--- src/rtl/cc_pkg.sv ---
// Shared types and constants for the cache-controller memory read responder.
package cc_pkg;

  localparam int CC_DATA_W     = 64;
  localparam int CC_LINE_BEATS = 8;
  localparam int CC_LINE_BYTES = 64;

  typedef enum logic [1:0] {
    IDLE,
    WAIT,
    BURST
  } cc_state_e;

  typedef struct packed {
    logic [28:0] addr;
    logic [3:0]  len;
  } ar_req_t;

  // Next word address of a burst: INCR rolls over the whole 29-bit space,
  // WRAP only advances the word index inside the current 64B line.
  function automatic logic [28:0] cc_next_addr(input logic [28:0] addr, input logic wrap);
    if (wrap) begin
      return {addr[28:3], addr[2:0] + 3'd1};
    end
    return addr + 29'd1;
  endfunction

endpackage

--- src/rtl/cc_ar_fifo.sv ---
// Small synchronous FIFO holding queued AR requests; pushes while full and
// pops while empty are ignored.
module cc_ar_fifo
  import cc_pkg::*;
#(
  parameter int DEPTH = 4
) (
  input  logic                     clk,
  input  logic                     rst_n,
  input  logic                     push_i,
  input  ar_req_t                  din_i,
  input  logic                     pop_i,
  output ar_req_t                  dout_o,
  output logic                     full_o,
  output logic                     empty_o,
  output logic [$clog2(DEPTH):0]   count_o
);

  localparam int PW = $clog2(DEPTH);

  ar_req_t        mem_q [DEPTH];
  logic [PW-1:0]  wr_ptr_q;
  logic [PW-1:0]  rd_ptr_q;
  logic [PW:0]    count_q;
  logic           do_push;
  logic           do_pop;

  assign full_o  = (count_q == (PW+1)'(DEPTH));
  assign empty_o = (count_q == '0);
  assign do_push = push_i && !full_o;
  assign do_pop  = pop_i && !empty_o;
  assign dout_o  = mem_q[rd_ptr_q];
  assign count_o = count_q;

  // Storage array; contents need no reset because count gates every read.
  always_ff @(posedge clk) begin
    if (do_push) begin
      mem_q[wr_ptr_q] <= din_i;
    end
  end

  // Pointer and occupancy bookkeeping; a simultaneous push and pop keeps count.
  always_ff @(posedge clk or negedge rst_n) begin
    if (!rst_n) begin
      wr_ptr_q <= '0;
      rd_ptr_q <= '0;
      count_q  <= '0;
    end else begin
      if (do_push) wr_ptr_q <= wr_ptr_q + PW'(1);
      if (do_pop)  rd_ptr_q <= rd_ptr_q + PW'(1);
      case ({do_push, do_pop})
        2'b10:   count_q <= count_q + (PW+1)'(1);
        2'b01:   count_q <= count_q - (PW+1)'(1);
        default: count_q <= count_q;
      endcase
    end
  end

endmodule

--- src/rtl/cc_mem_read_responder.sv ---
// Memory-side AXI-style read responder: queues AR requests, waits a fixed
// access latency, reads the backing store one word per cycle and returns the
// burst on the R channel (no rready, every beat must be taken).
// Optional macro CC_CRITICAL_WORD_FIRST_EN turns 8-beat bursts into
// line-wrapping (critical word first) bursts.
module cc_mem_read_responder
  import cc_pkg::*;
#(
  parameter int AR_FIFO_DEPTH = 4,
  parameter int LATENCY       = 4,
  parameter int BK_AW         = 26
) (
  input  logic                  clk,
  input  logic                  rst_n,
  input  logic                  arvalid_i,
  input  logic [31:0]           araddr_i,
  input  logic [3:0]            arlen_i,
  output logic                  arready_o,
  output logic                  rvalid_o,
  output logic [CC_DATA_W-1:0]  rdata_o,
  output logic                  rlast_o,
  output logic                  bk_ren_o,
  output logic [BK_AW-1:0]      bk_raddr_o,
  input  logic [CC_DATA_W-1:0]  bk_rdata_i
);

  localparam int CW  = $clog2(AR_FIFO_DEPTH) + 1;
  localparam int WCW = (LATENCY > 1) ? $clog2(LATENCY) : 1;

  cc_state_e        state_q;
  logic [28:0]      cur_addr_q;
  logic [28:0]      cur_addr_d;
  logic [3:0]       beats_left_q;
  logic [WCW-1:0]   wait_cnt_q;
  logic             wrap_q;
  logic             wrap_d;
  logic             rvalid_q;
  logic             rlast_q;

  ar_req_t          push_req;
  ar_req_t          head_req;
  logic             fifo_push;
  logic             fifo_pop;
  logic             fifo_full;
  logic             fifo_empty;
  logic [CW-1:0]    fifo_count;
  logic             unused_addr_lsbs;

  assign unused_addr_lsbs = ^araddr_i[2:0];

  assign push_req  = '{addr: araddr_i[31:3], len: arlen_i};
  assign arready_o = (fifo_count != CW'(AR_FIFO_DEPTH));
  assign fifo_push = arvalid_i && !fifo_full;
  assign fifo_pop  = (state_q == IDLE) && !fifo_empty;

  cc_ar_fifo #(
    .DEPTH (AR_FIFO_DEPTH)
  ) u_ar_fifo (
    .clk     (clk),
    .rst_n   (rst_n),
    .push_i  (fifo_push),
    .din_i   (push_req),
    .pop_i   (fifo_pop),
    .dout_o  (head_req),
    .full_o  (fifo_full),
    .empty_o (fifo_empty),
    .count_o (fifo_count)
  );

`ifdef CC_CRITICAL_WORD_FIRST_EN
  assign wrap_d = (head_req.len == 4'd7);
`else
  assign wrap_d = 1'b0;
`endif

  assign cur_addr_d = cc_next_addr(cur_addr_q, wrap_q);

  assign bk_ren_o   = (state_q == BURST);
  assign bk_raddr_o = bk_ren_o ? cur_addr_q[BK_AW-1:0] : '0;

  assign rvalid_o = rvalid_q;
  assign rlast_o  = rlast_q;
  assign rdata_o  = rvalid_q ? bk_rdata_i : '0;

  // Burst sequencer: pop a request, sit out the access latency, then issue one
  // backing-store read per cycle until the beat count is exhausted.
  always_ff @(posedge clk or negedge rst_n) begin
    if (!rst_n) begin
      state_q      <= IDLE;
      cur_addr_q   <= '0;
      beats_left_q <= '0;
      wait_cnt_q   <= '0;
      wrap_q       <= 1'b0;
    end else begin
      case (state_q)
        IDLE: begin
          if (!fifo_empty) begin
            cur_addr_q   <= head_req.addr;
            beats_left_q <= head_req.len;
            wait_cnt_q   <= WCW'(LATENCY - 1);
            wrap_q       <= wrap_d;
            state_q      <= WAIT;
          end
        end
        WAIT: begin
          if (wait_cnt_q == '0) begin
            state_q <= BURST;
          end else begin
            wait_cnt_q <= wait_cnt_q - WCW'(1);
          end
        end
        BURST: begin
          cur_addr_q <= cur_addr_d;
          if (beats_left_q == 4'd0) begin
            state_q <= IDLE;
          end else begin
            beats_left_q <= beats_left_q - 4'd1;
          end
        end
        default: state_q <= IDLE;
      endcase
    end
  end

  // R strobes trail the backing read by one cycle, matching the store latency.
  always_ff @(posedge clk or negedge rst_n) begin
    if (!rst_n) begin
      rvalid_q <= 1'b0;
      rlast_q  <= 1'b0;
    end else begin
      rvalid_q <= bk_ren_o;
      rlast_q  <= bk_ren_o && (beats_left_q == 4'd0);
    end
  end

endmodule

--- config.mk ---
export PLATFORM = sky130hd
export DESIGN_NAME = cc_mem_read_responder
export DESIGN_NICKNAME = d
export VERILOG_FILES = /design/src/rtl/cc_pkg.sv /design/src/rtl/cc_ar_fifo.sv /design/src/rtl/cc_mem_read_responder.sv
export SDC_FILE = /design/constraint.sdc
export NUM_CORES = 1
export LEC_CHECK = 0
export ABC_CLOCK_PERIOD_IN_PS = 4900
export BUFFER_PORTS_ARGS = -buffer_cell sky130_fd_sc_hd__buf_2
export CAP_MARGIN = 20
export CORE_ASPECT_RATIO = 0.5
export CORE_UTILIZATION = 45
export DETAILED_ROUTE_END_ITERATION = 16
export PLACE_DENSITY = 0.69
export SLEW_MARGIN = 20
export SYNTH_ARGS = -nofsm -noshare
export SYNTH_HDL_FRONTEND = slang
export SYNTH_HIERARCHICAL = 1
export SYNTH_SLANG_ARGS = --single-unit
--- constraint.sdc ---
create_clock -name clk -period 4.9 [get_ports clk]
set_clock_uncertainty 0.15 [all_clocks]
set_input_delay 0.245 -clock clk [delete_from_list [all_inputs] [get_ports clk]]
set_output_delay 0.245 -clock clk [all_outputs]
set_load 0.005 [all_outputs]
==> impl_results.md <==
* Status: finished, final reports clean
* Summed instance area of the synthesized netlist at roughly 7600 um^2
* Later-pin clock latency in the skew report at approximately 430 ps
* Routability-driven placement congestion ratio at ~0.86
* Logic gate share of total power at a little under a third
* Leakage at ~4.1 nW
* Syn_nets at around 660
* Avg Cell Area, Syn at 13.88 um^2
* Detailed-route wire length per cell at between 15 and 20 um
* Via count of the routed design at 5460
* Unrepaired setup endpoints after global routing: false
* Arrival time worst endpoint at approximately 3400 ps
* Peak fanout along the critical path at 15
* Port bufs at 190
* Core Region at roughly 16000 um^2
* Number of clock buffers inserted by TritonCTS at 17
* Type of element launching the critical path: register
* Cell chain of the critical path: nor3_1, buf_4, or3_1, inv_2, o31a_2, ha_1, inv_1, fa_1, xor2_1, nor2_1, xor2_1
* Headroom to the max-slew limit at 43.21%
* Sequential fraction of design power at around 44%
* Number of nets with antenna violations after routing at 0
* Final setup violation count at 0
* CP bufs+invs at 3
* Final Hold Vio Count at 0
* Max-cap viol count at 0
* Portion of the clock cycle consumed by the worst path in the final layout at approximately two thirds
* DR DRC count at 0
* Final layout net count at about 870
* Part of the power in the clock network at between 20% and 30%
* Time the worst path needs with I/O delays and setup at ~3200 ps
* Maximum number of pins on one net before global-route repair at 44
* PD cells at 535.0 nW/um^2
* Clock transition at the register clock pins on the worst setup and hold paths after CTS at 70 ps
* Number of pins with negative max-slew slack in the final report at 0
* Final wirelength at ~20000 um
* Number of H-tree levels at 4
* Max frequency at between 300 and 400 MHz
* Clock root buffer: sky130_fd_sc_hd__clkbuf_16
* Number of global-route vias before repair at approximately 5.3k
* DP HPWL at 13670 um
* Internal portion of total power at 3.326 mW
* Critical path's most frequent cell: sky130_fd_sc_hd__xor2_1
* Path class of the lowest-slack min-delay path: input port to register
* Std-Cell Rows at 33
* Overall die area at 17420 um^2
* Vias/cell at around 5.4
* Worst hold slack at ~220 ps
* RR Startpoint: u_ar_fifo/count_o[0]
* Category of the critical setup timing path: register to register
* Synthesized instance count at between 500 and 600
* Worst path top cell family by delay: simple AND/OR/NAND/NOR gates
* Resized cells post-CTS at 0
* Start point of the critical path: u_ar_fifo/count_o[0]
* Die outline width at roughly 190 um
* Antenna violations before repair at 1
* Type of element capturing the critical path: register
* TritonCTS clock tree: built
* Number of detailed-route iterations in the first pass at 5
* Largest incremental delay on the critical path at 570 ps
* Worst hold start: arvalid_i
* Wire length of the first global-routing pass at a little under 30000 um
* Net load switching power at ~1.8 mW
* Maximum buffer depth of the clock tree at 2
* Vertical extent of the die at ~94 um
* Number of top-level pins at 197
* Total routing resource utilization after global routing at 23.05%
* Data required time at the worst endpoint at around 5000 ps
* Initial cell density of the core at 46.19%
* Fin Setup TNS at 0 ps
* Clock sink total at 163
* CP max-delay cell: sky130_fd_sc_hd__or3_1
* Ratio of cells with drive above 1 in the final layout at 36.77%
* Slew @ Worst Pin at between 800 and 900 ps
* Initial drt markers at ~320
* Switching Fraction at 35.52%
* Layout area overhead at 27.05%
* Peak ir drop on the vdd network at roughly 0.25 mV
* Grt ovf at 0
* Warnings, synthesis at 6
## flip-flops by register name (all words and copies together) (netlist names)
register / count
rlast_o: 1
u_ar_fifo/mem_q: 120
wait_cnt_q: 2
u_ar_fifo/rd_ptr_q: 2
rvalid_o: 1
cur_addr_q: 26
beats_left_q: 4
u_ar_fifo/wr_ptr_q: 2
u_ar_fifo/count_o: 3
state_q: 2
## worst paths after layout
check / to / slack [ps] / cells after the start
setup / recovery: u_ar_fifo/count_o[2] / 1690 / 11
hold / removal: u_ar_fifo/wr_ptr_q[0] / 220 / 4
setup reg to reg: u_ar_fifo/count_o[2] / 1690 / 11
hold reg to reg: beats_left_q[1] / 370 / 2
max in group asynchronous: u_ar_fifo/rd_ptr_q[0] / 3850 / 3
min in group asynchronous: cur_addr_q[23] / 310 / 3
## worst reg2reg max path, stage by stage, from the launching register on
cell and delay (ps):
sky130_fd_sc_hd__dfrtp_1 450, sky130_fd_sc_hd__nor3_1 100, sky130_fd_sc_hd__buf_4 180, sky130_fd_sc_hd__or3_1 570, sky130_fd_sc_hd__inv_2 360, sky130_fd_sc_hd__o31a_2 270, sky130_fd_sc_hd__ha_1 200, sky130_fd_sc_hd__inv_1 60
sky130_fd_sc_hd__fa_1 370, sky130_fd_sc_hd__xor2_1 150, sky130_fd_sc_hd__nor2_1 120, sky130_fd_sc_hd__xor2_1 150
## timing repair
action,4_1_cts,5_1_grt
setup buffers,0,0
hold buffers,31,0
hold endpoints to repair,163,0
## layout make-up
| class | count | area (um^2) |
|---|---|---|
| diodes | 1 | 2.502 |
| clock buffers | 17 | 425.4 |
| clock inverters | 15 | 163.9 |
| fillers | 1350 | 6790 |
| inverters | 20 | 75.07 |
| multi-input cells | 330 | 2683 |
| flip-flops and latches | 163 | 4681 |
| well taps | 227 | 284.0 |
| repair buffers | 230 | 1329 |
## cells in the final DEF, fill, tap and decap left out, types with 5 or more instances in the layout
master / count
sky130_fd_sc_hd__buf_2: 190
sky130_fd_sc_hd__edfxtp_1: 120
sky130_fd_sc_hd__and2_1: 86
sky130_fd_sc_hd__dfrtp_1: 42
sky130_fd_sc_hd__dlygate4sd3_1: 31
sky130_fd_sc_hd__mux4_2: 30
sky130_fd_sc_hd__nand2_1: 28
sky130_fd_sc_hd__inv_1: 19
sky130_fd_sc_hd__nor2_1: 19
sky130_fd_sc_hd__clkbuf_16: 17
sky130_fd_sc_hd__nand3_1: 16
sky130_fd_sc_hd__nor3_1: 15
sky130_fd_sc_hd__a21oi_1: 11
sky130_fd_sc_hd__buf_4: 9
sky130_fd_sc_hd__ha_1: 8
sky130_fd_sc_hd__mux2i_1: 7
sky130_fd_sc_hd__o21ai_0: 6
sky130_fd_sc_hd__nand4_1: 6
sky130_fd_sc_hd__a31oi_1: 6
sky130_fd_sc_hd__and3_2: 6
sky130_fd_sc_hd__xnor2_1: 5
sky130_fd_sc_hd__a22oi_1: 5
## power groups by stage
stage / combinational (mW) / clock [mW] / sequential (mW)
2_1_floorplan: 1.26 / 0 / 2.09
3_3_place_gp: 1.56 / 0 / 2.26
3_5_place_dp: 1.60 / 0 / 2.28
4_1_cts: 1.63 / 1.30 / 2.25
5_1_grt: 1.77 / 1.36 / 2.30
6_report: 1.62 / 1.29 / 2.25
## through the flow
step                      cell area (um^2)  instances  setup WS (ps)  util (%)  total power, mW
after CTS                             9641       1002           1708     58.66            5.176
after global placement                8741        939           1784     53.19            3.824
after detailed placement              8741        939           1721     53.19            3.871
final                                 9643       1003           1693     58.68            5.159
after global routing                  9643       1003           1524     58.68            5.440
after floorplan                       7590        547           2222         -            3.346
## per-layer routing
layer	global-route usage, %	share of wire [%]	vias up	wire length (um)
met5	0	0	-	0
met4	7.172	1.9	0	383
met3	4.961	6.5	22	1283
met2	36.55	47	197	9227
met1	31.90	45	2741	8769
li1	-	-	2500	-
Power figures use the tool's default switching activity.
